**src/rtl/rv32i_types.sv**
```systemverilog
// Shared RV32I load-path types and helpers.
//   load_funct3_t : RV32I load funct3 encodings (lb, lh, lw, lbu, lhu)
//   load_state_t  : load_aligner FSM states (IDLE, READ, DONE)
//   lane_enable() : cache byte enables for a funct3 / address-offset pair
//   is_misaligned(): true for lh/lhu on an odd address or word-class on a non-word address
package rv32i_types;

    localparam int WORD_WIDTH = 32;

    typedef enum logic [2:0] {
        LB  = 3'b000,
        LH  = 3'b001,
        LW  = 3'b010,
        LBU = 3'b100,
        LHU = 3'b101
    } load_funct3_t;

    typedef enum logic [1:0] {
        IDLE = 2'd0,
        READ = 2'd1,
        DONE = 2'd2
    } load_state_t;

    // Undefined funct3 values fall into the default arm and read as a full word.
    function automatic logic [3:0] lane_enable(input logic [2:0] funct3,
                                               input logic [1:0] offset);
        logic [3:0] be;
        case (funct3)
            LB, LBU: be = 4'b0001 << offset;
            LH, LHU: be = offset[1] ? 4'b1100 : 4'b0011;
            default: be = 4'b1111;
        endcase
        return be;
    endfunction

    function automatic logic is_misaligned(input logic [2:0] funct3,
                                           input logic [1:0] offset);
        logic mis;
        case (funct3)
            LB, LBU: mis = 1'b0;
            LH, LHU: mis = offset[0];
            default: mis = (offset != 2'b00);
        endcase
        return mis;
    endfunction

endpackage

```
**src/rtl/load_extract.sv**
```systemverilog
// Combinational load result extraction.
//   funct3    : load funct3 of the request
//   offset    : address bits [1:0] of the request
//   mem_rdata : aligned word from the data cache
//   result    : selected byte/halfword/word, sign- or zero-extended to 32 bits
module load_extract
    import rv32i_types::*;
(
    input  logic [2:0]  funct3,
    input  logic [1:0]  offset,
    input  logic [31:0] mem_rdata,
    output logic [31:0] result
);

    logic [7:0]  byte_field;
    logic [15:0] half_field;

    always_comb begin
        byte_field = 8'h00;
        half_field = 16'h0000;
        case (offset)
            2'd0:    byte_field = mem_rdata[7:0];
            2'd1:    byte_field = mem_rdata[15:8];
            2'd2:    byte_field = mem_rdata[23:16];
            default: byte_field = mem_rdata[31:24];
        endcase
        // Halfword selection only looks at offset[1]; offset[0] is ignored.
        half_field = offset[1] ? mem_rdata[31:16] : mem_rdata[15:0];
    end

    always_comb begin
        result = mem_rdata;
        case (funct3)
            LB:      result = {{24{byte_field[7]}}, byte_field};
            LH:      result = {{16{half_field[15]}}, half_field};
            LBU:     result = {24'h000000, byte_field};
            LHU:     result = {16'h0000, half_field};
            default: result = mem_rdata;
        endcase
    end

endmodule

```
**src/rtl/load_aligner.sv**
```systemverilog
// Load aligner: accepts one load, issues one word-aligned cache read, waits for
// the response and registers the extracted, extended result for writeback.
// Optional feature macro: LOAD_MISALIGN_TRAP_EN (misaligned lh/lhu/lw complete
// immediately with ld_misaligned=1 and rd_data=0, without a cache read).
// Ports:
//   clk, rst                       : clock, asynchronous active-high reset
//   ld_valid/ld_funct3/ld_address  : load request, taken while ld_ready=1
//   ld_ready                       : idle, request can be accepted
//   ld_done, rd_data, ld_misaligned: one-cycle completion pulse and result
//   mem_read/mem_address/mem_byte_enable : cache read request (from latched request)
//   mem_resp/mem_rdata             : cache response, only honoured in READ
//   state                          : FSM state, for observation
// Handshake: a request transfers on a rising edge where ld_valid=1 and
// ld_ready=1; mem_read stays high until the edge where mem_resp=1.
module load_aligner
    import rv32i_types::*;
#(
    parameter int width = 32
) (
    input  logic             clk,
    input  logic             rst,
    input  logic             ld_valid,
    input  logic [2:0]       ld_funct3,
    input  logic [width-1:0] ld_address,
    output logic             ld_ready,
    output logic             ld_done,
    output logic [31:0]      rd_data,
    output logic             ld_misaligned,
    output logic             mem_read,
    output logic [width-1:0] mem_address,
    output logic [3:0]       mem_byte_enable,
    input  logic             mem_resp,
    input  logic [31:0]      mem_rdata,
    output load_state_t      state
);

    load_state_t      next_state;
    logic [2:0]       req_funct3;
    logic [width-1:0] req_addr;
    logic [3:0]       req_be;
    logic [31:0]      extracted;
    logic             accept;
    logic             capture;
    logic             trap;

`ifdef LOAD_MISALIGN_TRAP_EN
    logic misaligned_q;
    assign trap          = is_misaligned(ld_funct3, ld_address[1:0]);
    assign ld_misaligned = misaligned_q && (state == DONE);
`else
    assign trap          = 1'b0;
    assign ld_misaligned = 1'b0;
`endif

    load_extract u_extract (
        .funct3    (req_funct3),
        .offset    (req_addr[1:0]),
        .mem_rdata (mem_rdata),
        .result    (extracted)
    );

    assign mem_address     = {req_addr[width-1:2], 2'b00};
    assign mem_byte_enable = req_be;

    always_ff @(posedge clk or posedge rst) begin
        if (rst) state <= IDLE;
        else     state <= next_state;
    end

    always_comb begin
        next_state = state;
        ld_ready   = 1'b0;
        ld_done    = 1'b0;
        mem_read   = 1'b0;
        accept     = 1'b0;
        capture    = 1'b0;
        case (state)
            IDLE: begin
                ld_ready = 1'b1;
                if (ld_valid) begin
                    accept     = 1'b1;
                    next_state = trap ? DONE : READ;
                end
            end
            READ: begin
                mem_read = 1'b1;
                if (mem_resp) begin
                    capture    = 1'b1;
                    next_state = DONE;
                end
            end
            DONE: begin
                ld_done    = 1'b1;
                next_state = IDLE;
            end
            default: next_state = IDLE;
        endcase
    end

    // Request latch and result register. The byte enables are registered
    // rather than decoded so that they read 0 out of reset.
    always_ff @(posedge clk or posedge rst) begin
        if (rst) begin
            req_funct3 <= 3'b000;
            req_addr   <= '0;
            req_be     <= 4'b0000;
            rd_data    <= 32'h0;
        end else if (accept) begin
            req_funct3 <= ld_funct3;
            req_addr   <= ld_address;
            req_be     <= lane_enable(ld_funct3, ld_address[1:0]);
            if (trap) rd_data <= 32'h0;
        end else if (capture) begin
            rd_data <= extracted;
        end
    end

`ifdef LOAD_MISALIGN_TRAP_EN
    always_ff @(posedge clk or posedge rst) begin
        if (rst)         misaligned_q <= 1'b0;
        else if (accept) misaligned_q <= trap;
    end
`endif

endmodule

```
**config.mk**
```make
export PLATFORM = sky130hd
export DESIGN_NAME = load_aligner
export DESIGN_NICKNAME = d
export VERILOG_FILES = /design/src/rtl/rv32i_types.sv /design/src/rtl/load_extract.sv /design/src/rtl/load_aligner.sv
export SDC_FILE = /design/constraint.sdc
export NUM_CORES = 1
export LEC_CHECK = 0
export ABC_AREA = 1
export ABC_CLOCK_PERIOD_IN_PS = 2000
export BUFFER_PORTS_ARGS = -buffer_cell sky130_fd_sc_hd__buf_4
export CORE_MARGIN = 4
export CORE_UTILIZATION = 45
export DETAILED_ROUTE_END_ITERATION = 12
export MAX_ROUTING_LAYER = met4
export PLACE_DENSITY_LB_ADDON = 0.12
export SLEW_MARGIN = 20
export SYNTH_ARGS = -nofsm -noshare
export SYNTH_HDL_FRONTEND = slang
export SYNTH_SLANG_ARGS = --single-unit
```
**constraint.sdc**
```tcl
create_clock -name clk -period 2 [get_ports clk]
set_input_delay 0.1 -clock clk [delete_from_list [all_inputs] [get_ports clk]]
set_output_delay 0.1 -clock clk [all_outputs]
set_load 0.05 [all_outputs]
```
=== Word level (Yosys, flattened, before mapping) ===
Cells that the tools add are included.
Widths: inputs -> output; s select.

* Bitwise logic cells: 1
* Divide/modulo/power cells: 0
* Mux-type cells: 15
* Reduce and logical (&&, ||, !) cells: 8
* Eq/ne operators: 12
* Add/subtract/negate cells: 0
* $lt $le $gt $ge: 0
* Shift-type cells: 1
* Multiply operators: 0

{| class="wikitable"
|+ Operator list
! cell !! number
|-
| $pmux 32 s4 || 1
|-
| $pmux 8 s3 || 1
|-
| $mux 16 || 1
|-
| $eq 3x3->1 const B || 4
|-
| $pmux 4 s2 || 1
|-
| $mux 1 || 7
|-
| $eq 3x1->1 const B || 2
|-
| $logic_not 3->1 || 2
|-
| $eq 2x1->1 const B || 2
|-
| $eq 2x2->1 const B || 2
|-
| $logic_not 2->1 || 2
|-
| $mux 2 || 2
|-
| $mux 4 || 1
|-
| $ne 2x2->1 const B || 2
|-
| $pmux 2 s2 || 1
|-
| $reduce_and 2->1 || 2
|-
| $reduce_or 2->1 || 2
|-
| $shl 1x2->4 const A || 1
|-
| $not 1->1 || 1
|}

* Output and inout port bits: 74
* RAM bits: 0
* Logic and storage cells: 42
* Memories kept: 0
* ROM bits: 0
* Latch bits: 0
* Input port bits: 71
* Flip-flop bits (word level): 73

=== Logic depth before layout (Yosys ltp) ===
Gate-level depths: netlist of run 1.

* Depth after elaboration: 4
* Gate-level depth with buffers: 10
* Mapped depth without buffers: 8

=== Cells and area by module ===
From an unflattened synthesis of run 1, not the netlist that was laid out.

* Cells, all modules: 512
* Area, all modules: 3957.5 um2

{| class="wikitable"
|+ By module, submodules not included
! module !! times used !! cells each !! area each (um2) !! seq. area each (um2)
|-
| load_aligner || 1 || 349 || 3099.2 || 1826.8
|-
| load_extract || 1 || 163 || 858.3 || 0.0
|}

=== Worst setup path after synthesis of run 1 ===
Ideal clock, no wire load.

* Path kind: reg2reg
* From: reg state[0]
* To: reg rd_data[16]
* Required time: 1.887 ns
* Path slack: 0.284 ns
* Library setup time: 0.113 ns
* Path buffers: 1
* Clock period less this slack: 1.716 ns
* Arrival time: 1.603 ns
* Stages on the path, launching flop included: 9
* Cell sequence: dfrtp_1 > nand2_2 > inv_2 > nand2_4 > buf_6 > a21oi_1 > nand3_1 > nand2_1 > inv_1

* Cells in the longest elaborated chain, start to end: 4
* Elaborated cells between the ends (all ways): 6
* Those cells by class: eq/ne: 1; mux: 2; bitwise: 1; reduce/logical: 2

{| class="wikitable"
|+ RTL lines
! what !! RTL line !! text
|-
| start: declaration || load_aligner.sv:34 || <nowiki>output load_state_t state</nowiki>
|-
| start signal: assignment || load_aligner.sv:67 || <nowiki>else state <= next_state;</nowiki>
|-
| $logic_not 2->1 || load_aligner.sv:77 || <nowiki>case (state)</nowiki>
|-
| $mux 1 || load_aligner.sv:77 ||
|-
| $not 1->1 (no line) || - ||
|-
| $reduce_and 2->1 (no line) * || - ||
|-
| end signal: assignment || load_aligner.sv:114 || <nowiki>rd_data <= extracted;</nowiki>
|-
| end: declaration || load_aligner.sv:27 || <nowiki>output logic [31:0] rd_data,</nowiki>
|}

Every way passes the cells marked *; elsewhere a longest branch is shown, timed or not.
A chain may end at the register's enable or synchronous reset.

=== Final worst setup path of run 1 ===
* From: reg req_addr[1]
* To: reg rd_data[18]

* Cells in the longest elaborated chain, start to end: 3
* Elaborated cells between the ends (all ways): 6
* Those cells by class: eq/ne: 2; mux: 3; reduce/logical: 1

{| class="wikitable"
|+ RTL lines
! what !! RTL line !! text
|-
| start: declaration || load_aligner.sv:39 || <nowiki>logic [width-1:0] req_addr;</nowiki>
|-
| start signal: assignment || load_aligner.sv:110 || <nowiki>req_addr <= ld_address;</nowiki>
|-
| $eq 2x2->1, or another cell as far along || load_extract.sv:21 || <nowiki>case (offset)</nowiki>
|-
| $pmux 8 s3 || load_extract.sv:21 ||
|-
| $pmux 32 s4 * || load_extract.sv:33 || <nowiki>case (funct3)</nowiki>
|}

Marked as above.

==> results.md, run 1 <==
- Outcome: complete, no violations
- CP Capture Type: register
- Final setup viols: 0
- Cell variety after synth: 22
- Req. time, crit path: 2250 ps
- Synthesized flop and latch total: 73
- Area growth syn-to-layout: 36.3%
- Least-Margin Pin Slew: 552 ps
- Post-synthesis cell count: between 400 and 500
- Per-cell routed wire length: 14.1 um
- Power share of the clock group: 0.115
- Fmax: 606 MHz
- Worst Hold Class: in -> reg
- TritonRoute pass-1 iters: 4
- Fillers: 732
- Worst-Skew Late Latency: between 300 and 400 ps
- Post-synth EDFFs: 0
- Cell Int Power: between 4 and 5 mW
- Setup Slack @ Placement: 360 ps
- Synthesized area: 0.00383 mm^2
- Peak supply drop: 0.953 mV
- Pwr Total: 8.95 mW
- Initial antenna violation count: 0
- Sw Pwr: ~4.8 mW
- Nets: 706
- Max Root-Sink Buffers: 2
- Vias in the first global route: 3,475
- Die area: 0.0101 mm^2
- Drt total wl: 10,500 um
- DRC viols: 0
- Crit share post-route: 0.824
- # port buffers: 141
- Post-DP HPWL: 7550 um
- PwrDens: 1710 mW/mm^2
- Post-CTS Setup Repair Bufs: 0
- Chip width: 100 um
- Rows: 33
- Tot GR Track Use: 0.222
- Final GP Congestion: 0.855
- Leakage: 2.89 nW
- Startpoint class of the critical path: register
- CP Max Fanout: 24
- Clock root cell: clkbuf_8
- Register area share after synthesis: 0.476
- Routed Antenna Nets: 0
- GRT overflow: 0
- Comb pwr share: 0.598
- Async set-reset flop share out of synthesis: 1.00
- Fin Clk Skew: about 12 ps
- I/O pins: 145
- Fin. Hold Viols: 0
- Dpl cell area: 0.00470 mm^2
- CP cell instances: nand2_1 > nand3_1 > nand2_2 > nand2_4 > nand3_1 > nand2_1 > inv_1
- Pins Over Slew Limit: 0
- Switching portion of total power: 0.533
- CTS sink cnt: 73
- Vias: 3,483
- DR iter-0 viols: 129
- Avg Inst Size Synth: 7.75 um^2
- Tightest hold margin: 60.3 ps
- Main flop type after synthesis: dfrtp_1
- CP arrival: 1900 ps
- H-tree level count: 3
- First-pass GRT wire length: 17,200 um
- CTS tree: yes
- Diode count: 0
- Starting Density: 0.464
- Largest net degree at the start of global routing: 38
- Die height: 100 um
- Post-CTS resize count: 0
- Design Area, Final: 0.00523 mm^2
- Share of cells above drive strength 1: 0.314
- Clk slew on worst S/H paths: ~80 ps
- Ys Warns: 0
- Kind of critical path: reg -> reg
- Slew margin rel.: 0.632
- Core Region: 0.00826 mm^2
- Setup WS post-layout: 351 ps
- Register share of total power: 0.287
- Max cap viols: 0
- Via/cell ratio: 4.68
- Num CTS Buffers: 9
- RSZ-0062 raised after global routing: false
- Largest stage delay, worst path: ~700 ps
- Crit-path slowest cell: dfrtp_1
- Final TNS setup: 0 ps
- Tmin final: 1650 ps
[timing repair]
action,4_1_cts,5_1_grt
hold buffers,36,0
setup endpoints to repair,0,0
endpoints found under the hold margin,48,0
[placed cells by master (no fill, tap or decap), drive strengths merged]
| master | n |
|---|---|
| clkinv | 4 |
| or2 | 19 |
| o21ai | 25 |
| clkinvlp | 1 |
| dlygate4sd3 | 36 |
| a21oi | 30 |
| a21boi | 2 |
| inv | 51 |
| nand3 | 34 |
| o211ai | 2 |
| dfrtp | 73 |
| conb | 3 |
| nor2 | 10 |
| buf | 146 |
| nand2 | 194 |
| clkbuf | 10 |
[state kept, by name, indices dropped and copies added (netlist names)]
signal / flops
mem_byte_enable: 4
rd_data: 32
req_funct3: 3
state: 2
req_addr: 32
[path summary, 6_finish.rpt]
path,from,slack [ps],end,depth (start not counted)
max,req_addr[1],350,rd_data[18],7
min,mem_rdata[3],60,rd_data[3],5
max reg2reg,req_addr[1],350,rd_data[18],7
min reg2reg,req_addr[14],470,req_addr[14],2
max in group asynchronous,rst,1070,rd_data[14],4
min in group asynchronous,rst,260,req_addr[3],3
[metrics by stage]
stage                     cells  utilization
after CTS                   745        0.633
final                       745        0.633
after global placement      693        0.569
after detailed placement    693        0.569
after floorplan             497            -
after global routing        745        0.633
[synthesized netlist by cell type, types with 6 or more instances]
| cell type | number | area (um^2) |
|---|---|---|
| a21oi_1 | 30 | 150 |
| buf_2 | 9 | 45.0 |
| buf_4 | 35 | 263 |
| clkbuf_1 | 6 | 22.5 |
| dfrtp_1 | 73 | 1830 |
| inv_1 | 43 | 161 |
| inv_2 | 6 | 22.5 |
| nand2_1 | 186 | 698 |
| nand3_1 | 34 | 170 |
| o21ai_0 | 20 | 100 |
| or2_2 | 19 | 119 |
[power groups by stage]
stage                     registers (mW)  logic [mW]  clock network, mW
final                               2.57        5.35               1.03
after global routing                2.65        5.75               1.12
after CTS                           2.57        5.39               1.06
after detailed placement            2.58        5.33                  0
after global placement              2.56        5.29                  0
after floorplan                     3.72        3.03                  0
[cell type report]
cell class,count,area [um^2],area share
flip-flops and latches,73,1830,0.349
repair buffers,182,1470,0.281
multi-input cells,319,1440,0.275
inverters,50,190,0.0364
well taps,105,131,0.0251
clock buffers,10,128,0.0244
clock inverters,6,43.8,0.00838
[worst max-delay path: cells and delay by family, from the launching register on]
kind	cells	cell delay (ps)
buffers and inverters	1	30
AND/OR/NAND/NOR	6	810
flip-flops	1	690
[kinds of logic (layout without fill, tap and decap cells)]
group           Yosys count  in the layout  synth area share
simple gates            257            257             0.293
buf+inv                 105            248             0.150
flops                    73             73             0.476
compound gates           59             59            0.0796
other cells               1              3          0.000978
[metal layers]
metal  share of wire  GRT usage
met4           0.015     0.0756
met2            0.48      0.353
met3           0.060     0.0341
met5               0          -
met1            0.45      0.292
No activity file was read; power rests on OpenSTA's default activity.
==> inputs of run 2 (changes only) <==
- ABC_CLOCK_PERIOD_IN_PS: 2000 -> 1400
- clock period: 2 -> 1.4 ns (I/O delays scaled with it)
==> run 2 against run 1 <==
- sequential share of layout area fell by 1.3 points
- clock power rose by 85%
- setup slack got worse by 280 ps
- wire length did not move
- first-iteration DRC count rose by 4.7%
- highest routed layer unchanged
==> results.md, run 2 (same netlist as run 1, synthesis figures left out) <==
- Final setup viols: 0 (unchanged)
- Clk slew on worst S/H paths: 90 ps (about the same)
- Fin Clk Skew: 14.9 ps (+2.60 ps)
- Startpoint class of the critical path: register
- Leakage: 2.95 nW (+2.2%)
- Placed cells: 701 (+1.2%)
- Die height: 100 um (unchanged)
- Nets: 717 (+1.6%)
- I/O pins: 145 (unchanged)
- Rows: 33 (unchanged)
- Via/cell ratio: 4.76 (+1.8%)
- Area growth syn-to-layout: 41.8%
- Tot GR Track Use: 0.221 (-0.00119)
- Vias in the first global route: 3,603 (+3.7%)
- Commonest non-fill, non-tap cell in the layout: nand2_1
- Pins Over Slew Limit: 0 (unchanged)
- # port buffers: 141 (unchanged)
- Commonest non-fill, non-tap cells in the layout: 186 x nand2_1, 154 x buf_4, 71 x dfrtp_1
- Share of cells above drive strength 1: 0.336 (+0.0223)
- Req. time, crit path: 1650 ps (-600 ps)
- Crit share post-route: 0.949 (+0.124)
- Peak supply drop: 1.19 mV (+25%)
- Die area: 0.0101 mm^2 (unchanged)
- CP Capture Type: register
- TritonRoute pass-1 iters: 4 (unchanged)
- DRC viols: 0 (unchanged)
- Core Region: 0.00826 mm^2 (unchanged)
- Worst Hold Class: in -> reg
- Starting Density: 0.464 (unchanged)
- Largest stage delay, worst path: 410 ps (-280 ps)
- Routed Antenna Nets: 0 (unchanged)
- CP arrival: 1580 ps (-320 ps)
- First-pass GRT wire length: 17,400 um (+1.0%)
- Max cap viols: 0 (unchanged)
- PwrDens: 2480 mW/mm^2 (+45%)
- Non-filler cells, final: 756 (+1.5%)
- H-tree level count: 3 (unchanged)
- Outcome: complete, no violations
- Vias: 3,597 (+3.3%)
- Num CTS Buffers: 9 (unchanged)
- Per-cell routed wire length: 13.9 um (-1.5%)
- Chip width: 100 um (unchanged)
- Post-DP HPWL: 7280 um (-3.5%)
- Crit-path slowest cell: dfrtp_2
- GRT overflow: 0 (unchanged)
- Final GP Congestion: 0.926 (+8.3%)
- Largest net degree at the start of global routing: 38 (unchanged)
- Tmin final: 1330 ps (-321 ps)
- Layout Utilization: 0.658 (+0.0255)
- DR iter-0 viols: 135 (+4.7%)
- Clock root cell: clkbuf_8
- Diode count: 0 (unchanged)
- Max Root-Sink Buffers: 2 (unchanged)
- CP Max Fanout: 37 (+54%)
- CP cell instances: inv_2 > nand2_4 > inv_8 > nand2_8 > a21oi_1 > nand3_1 > nand2_1 > inv_1
- RSZ-0062 raised after global routing: true
- Worst-Skew Late Latency: 340 ps (about the same)
- Fmax: 753 MHz (+24%)
- Drt total wl: 10,500 um (unchanged)
- CTS tree: yes
- CTS sink cnt: 73 (unchanged)
- Kind of critical path: reg -> reg
- Fin. Hold Viols: 0 (unchanged)
- Initial antenna violation count: 0 (unchanged)
-- run 2: cell count changes in the layout (fill, tap and decap cells not counted), sizes merged, moves of 2 or more --
cell / delta
clkbuf: +2
clkinvlp: +2
clkinv: -4
buf: +10
bufinv: +2
inv: -2
-- run 2: repair_timing --
item / CTS / global route
hold buffers: 36 / 0
resized for setup: 0 / 10
endpoints found under the setup margin: 0 / 58
endpoints found under the hold margin: 52 / 0
buffers inserted: 0 / 2
-- run 2: cell type report --
cell class                      instances  area, um^2
Inverter                               50         204
Multi-Input combinational cell        320        1490
Timing Repair Buffer                  192        1560
Clock buffer                           12         155
Tap cell                              105         131
Sequential cell                        73        1830
Fill cell                             729        2820
Clock inverter                          4        75.1
-- run 2: power by group --
part / switching [mW] / total (mW) / internal [mW]
clock: 0.811 / 1.91 / 1.10
combinational: 5.51 / 7.96 / 2.45
sequential: 0.565 / 3.61 / 3.04
total: 6.88 / 13.5 / 6.60
-- run 2: per-stage QoR --
stage          setup slack (ps)  hold slack, ps  cell area [um^2]  total power, mW  setup TNS (ps)
6_report                   71.8            41.9              5440             13.5               0
5_1_grt                   -8.10            55.1              5440             14.3           -28.0
4_1_cts                    19.1            34.7              5390             13.5               0
3_5_place_dp               40.6             126              4800             11.4               0
3_3_place_gp               85.2             120              4800             11.3               0
2_1_floorplan             -4.79             160              3870             9.68           -43.1
-- run 2: per-layer routing --
layer / wire (um) / GRT usage
met1: 4530 / 0.283
met2: 5210 / 0.361
met3: 577 / 0.0313
met4: 225 / 0.0736
met5: 0 / -
-- run 2: final timing paths --
check | cells after the start | end | start | slack, ps
max reg2reg | 8 | rd_data[17] | state[1] | 70
min | 5 | rd_data[4] | mem_rdata[4] | 40
max | 8 | rd_data[17] | state[1] | 70
min in group asynchronous | 3 | req_addr[28] | rst | 320
max in group asynchronous | 4 | state[1] | rst | 570
min reg2reg | 2 | req_addr[28] | req_addr[28] | 470
-- run 2: worst max-delay path: cells and delay by family, from the launching register on --
kind	cells	cell delay [ps]
AO/OA/AOI/OAI	1	190
buffers and inverters	3	200
flip-flops	1	410
AND/OR/NAND/NOR	4	410
==> inputs of run 3 (changes only) <==
--- a/config.mk
+++ b/config.mk
@@ -13,3 +13,2 @@
 export DETAILED_ROUTE_END_ITERATION = 12
-export MAX_ROUTING_LAYER = met4
 export PLACE_DENSITY_LB_ADDON = 0.12
==> constraint.sdc (replaced) <==
create_clock -name clk -period 1.4 [get_ports clk]
set_input_delay 0.28 -clock clk [delete_from_list [all_inputs] [get_ports clk]]
set_output_delay 0.28 -clock clk [all_outputs]
set_load 0.05 [all_outputs]
==> run 3 against run 2 <==
- the run now ends with setup timing left
- cell area down 6.0%
- register-to-register slack got worse by 20 ps
- via count down 5.2%
- sequential power hardly changed
- worst hold slack better by 87 ps
- largest cell class unchanged
==> results.md, run 3 (same netlist as run 1, synthesis figures left out) <==
- I/O pins: 145 (unchanged)
- # port buffers: 141 (unchanged)
- PwrDens: 2580 mW/mm^2 (+3.9%)
- Die height: 100 um (unchanged)
- Via/cell ratio: 4.70 (-1.1%)
- Tmin final: 1420 ps (+93.2 ps)
- Fin. Hold Viols: 0 (unchanged)
- Pins Over Slew Limit: 0 (unchanged)
- Core Region: 0.00826 mm^2 (unchanged)
- Hold path start: ld_address[6]
- Starting Density: 0.464 (unchanged)
- Largest net degree at the start of global routing: 35 (-7.9%)
- Chip width: 100 um (unchanged)
- Initial antenna violation count: 0 (unchanged)
- Startpoint class of the critical path: register
- Post-DP HPWL: 7550 um (+3.6%)
- Reg-to-Reg Start: state[1]
- RSZ-0062 raised after global routing: true
- Multi-input gate area: 0.00147 mm^2 (-1.2%)
- CTS sink cnt: 73 (unchanged)
- FF-to-FF path depth: 8 (unchanged)
- CP Capture Type: output pin
- Final GP Congestion: 0.902 (-2.6%)
- GRT overflow: 0 (unchanged)
- Fmax: 704 MHz (-6.6%)
- Worst Hold Class: in -> reg
- Fin Clk Skew: 9.47 ps (-5.44 ps)
- Nets: 686 (-4.3%)
- Worst-Skew Late Latency: 350 ps (about the same)
- R2r setup slk: 50 ps (-20 ps)
- Num CTS Buffers: 9 (unchanged)
- Drt total wl: 9850 um (-6.5%)
- Crit share post-route: 1.02 (+0.0665)
- Fillers: 773 (+6.0%)
- Worst Hold Path EP: req_addr[6]
- TritonRoute pass-1 iters: 4 (unchanged)
- First-pass GRT wire length: 16,200 um (-6.9%)
- DRC viols: 0 (unchanged)
- Hold Path Stages: 3 (-2)
- Commonest non-fill, non-tap cells in the layout: 184 x nand2_1, 153 x buf_4, 71 x dfrtp_1
- FF-to-FF End: rd_data[30]
- Area growth syn-to-layout: 33.3%
- Rows: 33 (unchanged)
- Dpl cell area: 0.00482 mm^2 (+0.44%)
- H-tree level count: 3 (unchanged)
- Clock root cell: clkbuf_8
- Tightest hold margin: 129 ps (+86.9 ps)
- Clk slew on worst S/H paths: 80 ps (about the same)
- Final setup viols: 2 (+2)
- Routed Antenna Nets: 0 (unchanged)
- Setup WS post-layout: -21.3 ps (-93.2 ps)
- DR iter-0 viols: 136 (+0.74%)
- Leakage: 2.83 nW (-4.1%)
- Per-cell routed wire length: 13.6 um (-2.5%)
- Vias in the first global route: 3,431 (-4.8%)
- Violated checks: setup timing
- Tot GR Track Use: 0.202 (-0.0188)
- Kind of critical path: reg -> out
- CP Max Fanout: 3 (-92%)
- Outcome: complete, but fails checks
- Share of cells above drive strength 1: 0.360 (+0.0233)
- Peak supply drop: 1.09 mV (-7.9%)
- Req. time, crit path: 1120 ps (-530 ps)
- Vias: 3,410 (-5.2%)
- Die area: 0.0101 mm^2 (unchanged)
- Commonest non-fill, non-tap cell in the layout: nand2_1
- Diode count: 0 (unchanged)
- Max Root-Sink Buffers: 2 (unchanged)
- CP arrival: 1140 ps (-440 ps)
- Sequential cell area: 0.00183 mm^2 (unchanged)
- Max cap viols: 0 (unchanged)
- CTS tree: yes
- Design Area, Final: 0.00511 mm^2 (-6.0%)
## run 3: changes by cell type in the layout (fill, tap and decap cells not counted), moves of 2 or more
cell           previous run  this run
o21ai_1                   7        11
a21oi_1                  25        29
buf_6                     0         3
nand2_4                   2         4
clkbuf_8                 11         9
nand2_1                 186       184
clkinv_4                  0         2
a21oi_2                   5         1
o21ai_0                  18        14
dlygate4sd3_1            36         1
buf_8                     0         2
## run 3: metrics by stage
step | utilization | setup TNS (ps) | setup WS (ps) | cells | power (mW)
after global routing | 0.619 | -569 | -76.3 | 725 | 14.0
final | 0.619 | -30.0 | -21.3 | 725 | 13.2
after floorplan | - | -590 | -65.6 | 497 | 9.66
after global placement | 0.583 | 0 | 55.4 | 704 | 11.4
after detailed placement | 0.583 | 0 | 47.7 | 704 | 11.4
after CTS | 0.612 | -57.5 | -31.0 | 721 | 13.2
## run 3: final cells by class
class	count	area share
sequential	73	0.358
multi-input combinational	319	0.287
timing repair buffer	162	0.251
inverter	50	0.0399
tap	105	0.0257
clock buffer	10	0.0250
clock inverter	6	0.0132
## run 3: repair_timing
item                       4_1_cts  5_1_grt
hold buffers                     1        0
gates resized for setup          9       15
hold endpoints to repair        14        0
buffers inserted                 0        6
pin swaps                        0        3
setup endpoints to repair        2       48
## run 3: worst max path at each step
stage | start | end | slack, ps | cells after the start
3_3_place_gp | state[1] | rd_data[30] | 60 | 8
5_1_grt | state[0] | ld_ready | -80 | 4
3_5_place_dp | state[1] | rd_data[30] | 50 | 8
2_1_floorplan | state[1] | rd_data[16] | -70 | 9
4_1_cts | state[0] | ld_ready | -30 | 4
6_report | state[1] | mem_read | -20 | 4
## run 3: layer usage
layer / global-route usage / wire, um / up-vias
li1: - / - / 1728
met1: 0.271 / 4300 / 1550
met2: 0.325 / 4670 / 124
met3: 0.0493 / 757 / 8
met4: 0.0611 / 121 / 0
met5: 0 / 0 / -
## run 3: report_power, final
part	switching [mW]	total, mW	internal (mW)
Combinational	5.46	7.91	2.46
Sequential	0.561	3.60	3.04
Clock	0.824	1.65	0.830
## run 3: worst max-delay path: stages (launching register included)
cell,delay (ps)
dfrtp_2,430
inv_4,90
nand2_4,80
clkinv_4,60
buf_8,140
